<file path="src/rtl/serial_pkg.sv">
// Shared types and line levels for the single-bit serial transmitter and its matching receiver.
package serial_pkg;

    typedef enum logic [1:0] {
        IDLE,
        START,
        DATA,
        STOP
    } serial_state_e;

    localparam logic START_BIT  = 1'b0;
    localparam logic STOP_BIT   = 1'b1;
    localparam logic IDLE_LEVEL = 1'b1;

endpackage

</file>
<file path="src/rtl/bit_timer.sv">
// Bit-period timer: counts 0..CLKS_PER_BIT-1 and flags the terminal count with Tick.
module bit_timer #(
    parameter int CLKS_PER_BIT = 4
) (
    input  logic Clk,
    input  logic Reset,
    input  logic Clear,
    output logic Tick
);

    localparam int CNT_W = (CLKS_PER_BIT > 1) ? $clog2(CLKS_PER_BIT) : 1;
    localparam logic [CNT_W-1:0] LAST = CNT_W'(CLKS_PER_BIT - 1);

    logic [CNT_W-1:0] cnt_q;
    logic [CNT_W-1:0] cnt_d;

    // Wrapping on Tick restarts the count at every bit boundary, which is
    // also every state entry, so each bit lasts exactly CLKS_PER_BIT cycles.
    always_comb begin
        cnt_d = cnt_q + CNT_W'(1);
        if (Clear || Tick) begin
            cnt_d = '0;
        end
    end

    assign Tick = (cnt_q == LAST);

    // NOTE: state registers use non-blocking assignments so every flop samples pre-edge values.
    always_ff @(posedge Clk or posedge Reset) begin
        if (Reset) begin
            cnt_q <= '0;
        end else begin
            cnt_q <= cnt_d;
        end
    end

endmodule

</file>
<file path="src/rtl/serial_bit_tx.sv">
// Framed LSB-first serial transmitter: start bit, DATA_W payload bits, stop bit, valid/ready input.
module serial_bit_tx
    import serial_pkg::*;
#(
    parameter int DATA_W       = 8,
    parameter int CLKS_PER_BIT = 4
) (
    input  logic              Clk,
    input  logic              Reset,
    input  logic [DATA_W-1:0] Data,
    input  logic              Start,
    output logic              Ready,
    output logic              Tx,
    output logic              Busy,
    output logic              Done
);

    localparam int IDX_W = (DATA_W > 1) ? $clog2(DATA_W) : 1;
    localparam logic [IDX_W-1:0] LAST_IDX = IDX_W'(DATA_W - 1);

    serial_state_e     state_q, state_d;
    logic [DATA_W-1:0] shift_q, shift_d;
    logic [IDX_W-1:0]  bit_idx_q, bit_idx_d;
    logic              tx_q, tx_d;
    logic              ready_q, ready_d;
    logic              busy_q, busy_d;
    logic              done_q, done_d;
    logic              tick;
    logic              timer_clear;

    // Holding the timer cleared while idle makes the start bit begin at count 0.
    assign timer_clear = (state_q == IDLE);

    bit_timer #(
        .CLKS_PER_BIT(CLKS_PER_BIT)
    ) u_bit_timer (
        .Clk   (Clk),
        .Reset (Reset),
        .Clear (timer_clear),
        .Tick  (tick)
    );

    always_comb begin
        state_d   = state_q;
        shift_d   = shift_q;
        bit_idx_d = bit_idx_q;
        tx_d      = tx_q;
        ready_d   = ready_q;
        busy_d    = busy_q;
        done_d    = 1'b0;
        case (state_q)
            IDLE: begin
                if (Start) begin
                    state_d   = START;
                    shift_d   = Data;
                    bit_idx_d = '0;
                    tx_d      = START_BIT;
                    ready_d   = 1'b0;
                    busy_d    = 1'b1;
                end
            end
            START: begin
                if (tick) begin
                    state_d = DATA;
                    tx_d    = shift_q[0];
                end
            end
            DATA: begin
                if (tick) begin
                    shift_d = shift_q >> 1;
                    if (bit_idx_q == LAST_IDX) begin
                        state_d = STOP;
                        tx_d    = STOP_BIT;
                    end else begin
                        bit_idx_d = bit_idx_q + IDX_W'(1);
                        tx_d      = shift_d[0];
                    end
                end
            end
            STOP: begin
                if (tick) begin
                    state_d = IDLE;
                    done_d  = 1'b1;
                    ready_d = 1'b1;
                    busy_d  = 1'b0;
                end
            end
            default: state_d = IDLE;
        endcase
    end

    always_ff @(posedge Clk or posedge Reset) begin
        if (Reset) begin
            state_q   <= IDLE;
            shift_q   <= '0;
            bit_idx_q <= '0;
            tx_q      <= IDLE_LEVEL;
            ready_q   <= 1'b1;
            busy_q    <= 1'b0;
            done_q    <= 1'b0;
        end else begin
            state_q   <= state_d;
            shift_q   <= shift_d;
            bit_idx_q <= bit_idx_d;
            tx_q      <= tx_d;
            ready_q   <= ready_d;
            busy_q    <= busy_d;
            done_q    <= done_d;
        end
    end

    assign Tx    = tx_q;
    assign Ready = ready_q;
    assign Busy  = busy_q;
    assign Done  = done_q;

endmodule
</file>
<file path="config.mk">
export PLATFORM = sky130hd
export DESIGN_NAME = serial_bit_tx
export DESIGN_NICKNAME = d
export VERILOG_FILES = /design/src/rtl/serial_pkg.sv /design/src/rtl/bit_timer.sv /design/src/rtl/serial_bit_tx.sv
export SDC_FILE = /design/constraint.sdc
export NUM_CORES = 1
export LEC_CHECK = 0
export BUFFER_PORTS_ARGS = -buffer_cell sky130_fd_sc_hd__buf_2
export CORE_UTILIZATION = 42
export CTS_CLUSTER_DIAMETER = 40
export DETAILED_ROUTE_END_ITERATION = 16
export GPL_TIMING_DRIVEN = 0
export PLACE_DENSITY = 0.67
export SLEW_MARGIN = 20
export SYNTH_ARGS = -nofsm -noshare
export SYNTH_HDL_FRONTEND = slang
export SYNTH_SLANG_ARGS = --single-unit
</file>
<file path="constraint.sdc">
create_clock -name Clk -period 2.4 [get_ports Clk]
set_input_delay 0.36 -clock Clk [delete_from_list [all_inputs] [get_ports Clk]]
set_output_delay 0.36 -clock Clk [all_outputs]
set_load 0.005 [all_outputs]
</file>
; After elaboration in Yosys (flattened, before gate mapping)
; Index checks and enable logic that the tools add are counted.
[classes]
n_addsub = 2
n_eq_ne = 11
n_mux = 26
reduce_logical = 10
[op_table]
columns = cell, n
row1 = $mux W8, 2
row2 = $pmux W8 S2, 1
row3 = $mux W2, 6
row4 = $mux W1, 9
row5 = $mux W3, 3
row6 = $pmux W2 S4, 1
row7 = $reduce_and A4 Y1, 2
row8 = $eq A2 B2 Y1 const B, 3
row9 = $ne A2 B1 Y1 const B, 3
row10 = $ne A2 B2 Y1 const B, 3
row11 = $pmux W3 S2, 1
row12 = $reduce_and A3 Y1, 2
row13 = $reduce_and A5 Y1, 1
row14 = $pmux W1 S2, 2
row15 = $reduce_bool A2 Y1, 2
row16 = $add A3 B1 Y3 const B, 1
row17 = $eq A3 B3 Y1 const B, 1
row18 = $pmux W1 S3, 1
row19 = $reduce_bool A3 Y1, 1
row20 = $add A2 B1 Y2 const B, 1
row21 = $eq A2 B1 Y1 const B, 1
row22 = $logic_not A2 Y1, 1
row23 = $logic_or A1 B1 Y1, 1
[totals]
wordCells = 57
register_bits = 19
output_inout_bits = 4
input_bits = 11

; Logic depth before layout (Yosys ltp)
[logic_depth]
depth_word = 4
ltp_mapped = 7
ltp_nobuf = 5

; Modules after synthesis
; Synthesis repeated with hierarchy kept, for this count alone.
[unflattened]
cells_unflattened = 89
area_unflattened_um2 = 1047.3
[modules_own_cells]
columns = module, cells_per_inst, area_per_inst_um2, n_inst, seq_area_each_um2
row1 = serial_bit_tx, 83, 958.4, 1, 427.9
row2 = bit_timer, 6, 88.8, 1, 50.0

; Worst setup path after synthesis
; Ideal clock, no wire load.
[synth_path]
path_type = register to register
start = register state_q[0]
end = register shift_q[0]
stages_incl_launch_ff = 7
period_less_slack_ns = 1.772
setup_ns = 0.125
arrival_time_ns = 1.647
required_time_ns = 2.275
n_path_buf = 2
slack_ns = 0.628
path_cell_list = dfrtp_1 inv_1 ha_1 buf_6 clkbuf_1 mux2_2 mux2_2
[synth_between]
elab_chain_len = 3
elab_cells_between_ends = 7
classes_between = eq/ne: 3 / mux: 1 / reduce/logical: 3
[synth_rtl]
columns = item, line_no
row1 = start: declaration, serial_bit_tx.sv:21  ; serial_state_e state_q, state_d;
row2 = start signal: assignment, serial_bit_tx.sv:102  ; state_q <= state_d;
row3 = $eq A2 B2 Y1 or $logic_not A2 Y1 (tied branches), serial_bit_tx.sv:51  ; case (state_q)
row4 = "$ne A2 B1 Y1 (no line), or another cell as far along", n/a
row5 = $reduce_and A3 Y1 (no line), n/a
row6 = end signal: assignment, serial_bit_tx.sv:103  ; shift_q <= shift_d;
row7 = end: declaration, serial_bit_tx.sv:22  ; logic [DATA_W-1:0] shift_q, shift_d;
; Parallel ways exist; a longest one is shown, timed or not.
; A chain may end at the register's enable or synchronous reset.

; Worst setup path after layout
; Same ends and word-level chain as after synthesis.

==> out/results.tsv <==
metric	value	unit
DRT Wirelength	1.86	mm
Relative slew margins	52.3	%
final net count	128	
CTS buffer count	3	
Critical Path Fanout Max	10	
Post-DP HPWL	1.36	mm
TritonCTS clock tree	built	
Mean Syn Cell Area	12.1	sq um
post-CTS setup buffers	0	
Critical Path Sink Type	register	
Sw Share	36.7	%
Worst-Margin Slew	714	ps
Final Max Tran Viols	0	
layout cell share with drive strength beyond 1	36.1	%
Post-CTS Hold Buffers	0	
internal power	0.988	mW
clk root buf	clkbuf_4	
crit path DAT	2180	ps
post-synthesis sequential area ratio	44.1	%
Synth cell types	31	
gpl congestion	0.722	
Die ar.	0.00279	sq mm
f_max	506	MHz
slack of the worst reg-to-reg path	420	ps
Die W	52.8	um
worst reg2reg path depth	6	
clock slew at reported path FFs	110	ps
global-route wire length before repair	3.17	mm
RSZ-0062 raised after global routing	false	
Period minus WS final	1980	ps
# setup viols final	0	
Synth Cell Area	0.00108	sq mm
Reg power frac	34.1	%
Die Y-Extent	52.8	um
Synth Register Bits	19	
I/O pin count	15	
Final Hold Fails	0	
diodes inserted	0	
combinational fraction of design power	55.2	%
Vias	739	
DRT Pass-1 Iters	4	
drc violations	0	
H-Tree Depth	1	
row count	18	
part of the cycle the worst path needs	82.4	%
first-iteration detailed-routing DRC count	5	
Psw	0.572	mW
clk_lat worst skew	300	ps
Max-cap violations	0	
cell area power density	1280	mW/mm^2
GR Util All Layers	16.0	%
via density per instance	5.36	
number of global-route vias before repair	695	
WL/cell	13.4	um
Area Overhead vs Synth	12.3	%
Req. time, crit path	2600	ps
PortBufs	14	
FF-to-FF Start	state_q[0]	
post-CTS resize count	0	
number of antenna violations at the first check in global routing	0	
LEAKAGE	0.561	nW
Place WS	440	ps
status	finished, final reports clean	
Fin Clk Skew	0.934	ps
Core Area	0.00245	sq mm
worst hold path class	input pin to asynchronous set/reset pin	
element type at the critical path start	register	
largest net degree at the start of global routing	20	
setup ws final	423	ps
Yosys warning count	0	
antenna viol nets, final	0	
Mapped Nets	109	
total gr overflow	0	
Clock Sinks	19	
crit path kind	register to register	
Clk pwr share	10.6	%
VDD IR max	0.759	mV
Clock Path Buffers	2	
Initial Utilization	44.2	%
RR Endpoint	shift_q[0]	
setup tns final	0	ps
Cells after Synth	90	
==> per-stage QoR <==
step | power (mW) | cell area, sq um | std cells | hold slack [ps] | util, %
floorplan | 1.25 | 1080 | 90 | 310 | -
global placement | 1.37 | 1190 | 134 | 421 | 48.6
CTS | 1.58 | 1220 | 138 | 171 | 49.6
finish | 1.56 | 1220 | 138 | 152 | 49.6
detailed placement | 1.41 | 1190 | 134 | 425 | 48.6
global route | 1.68 | 1220 | 138 | 224 | 49.6
==> placed cells by master, fill, tap and decap left out, types with 3 or more instances in the layout <==
cell type   n
nand2_1     3
buf_2      14
mux2_2      9
dfrtp_1    17
inv_1       7
clkbuf_4    3
nand3_1     7
a21oi_1     3
nor2_1      3
o221ai_1    3
mux2_1      3
ha_1        8
mux2_4      4
==> logic make-up (layout without fill, tap and decap cells) <==
kind of cell / count (synthesis) / count (layout) / share of synthesized area (%)
buffers and inverters: 11 / 29 / 5.19
adders and majority gates: 8 / 8 / 9.23
and+or+nand+nor: 23 / 23 / 12.6
DFF: 19 / 19 / 44.1
AOI/OAI and AO/OA: 13 / 13 / 11.0
muxes: 16 / 16 / 18.0
==> state kept, by name, summed over array words and instances, names as in the netlist <==
name,cells
shift_q,8
Done,1
state_q,2
Tx,1
Ready,1
u_bit_timer.cnt_q,2
Busy,1
bit_idx_q,3
==> critical path, cell delays in order, from the launching register on <==
cell and delay (ps):
dfrtp_1 450, inv_1 100, ha_1 170, buf_6 150, clkbuf_1 370, mux2_2 380, mux2_2 250
==> how the worst max path moves through the flow <==
stage | from | to | slack, ps | depth (start not counted)
after floorplan | state_q[0] | shift_q[0] | 630 | 6
after global placement | state_q[0] | shift_q[0] | 510 | 6
after detailed placement | state_q[0] | shift_q[0] | 440 | 6
after CTS | state_q[0] | shift_q[1] | 400 | 6
after global routing | state_q[0] | shift_q[0] | 310 | 6
final | state_q[0] | shift_q[0] | 420 | 6
==> cell usage after synthesis (all sizes together) <==
cell / count / area share (%)
dfstp: 2 / 4.8
o221ai: 3 / 2.4
buf: 2 / 2.1
o2bb2ai: 1 / 0.81
dfrtp: 17 / 39
ha: 8 / 9.2
o211ai: 1 / 0.69
o21ai: 2 / 0.92
nor3b: 1 / 0.69
o21a: 1 / 0.69
nor2: 3 / 1.0
a21oi: 3 / 1.4
nor3: 3 / 2.4
nand2: 3 / 1.0
and2: 1 / 0.58
o21ba: 1 / 1.5
mux2: 16 / 18
nand2b: 1 / 0.58
nand4b: 1 / 0.81
clkbuf: 1 / 0.35
a2111oi: 1 / 2.5
inv: 8 / 2.8
nor2b: 1 / 0.58
and2b: 2 / 1.6
nand3: 7 / 3.2
==> power groups by stage <==
stage / Sequential (mW) / Combinational, mW / Clock (mW)
floorplan: 0.517 / 0.733 / 0
finish: 0.532 / 0.861 / 0.166
CTS: 0.535 / 0.875 / 0.168
global route: 0.550 / 0.947 / 0.184
detailed placement: 0.541 / 0.868 / 0
global placement: 0.531 / 0.840 / 0
==> per-layer routing <==
layer,up-vias,part of all wire [%],GRT usage [%]
li1,354,-,-
met1,368,47,21.2
met2,12,47,25.1
met3,5,2.9,2.61
met4,0,2.5,7.89
met5,-,0,0
==> layout make-up <==
class	count	area, sq um
Fill cell	235	1240
Multi-Input combinational cell	60	551
Sequential cell	19	478
Timing Repair Buffer	14	70.1
Tap cell	30	37.5
Inverter	8	30.0
Clock buffer	4	26.3
Buffer	3	26.3
Note: power is estimated with default switching activity, not from simulation.
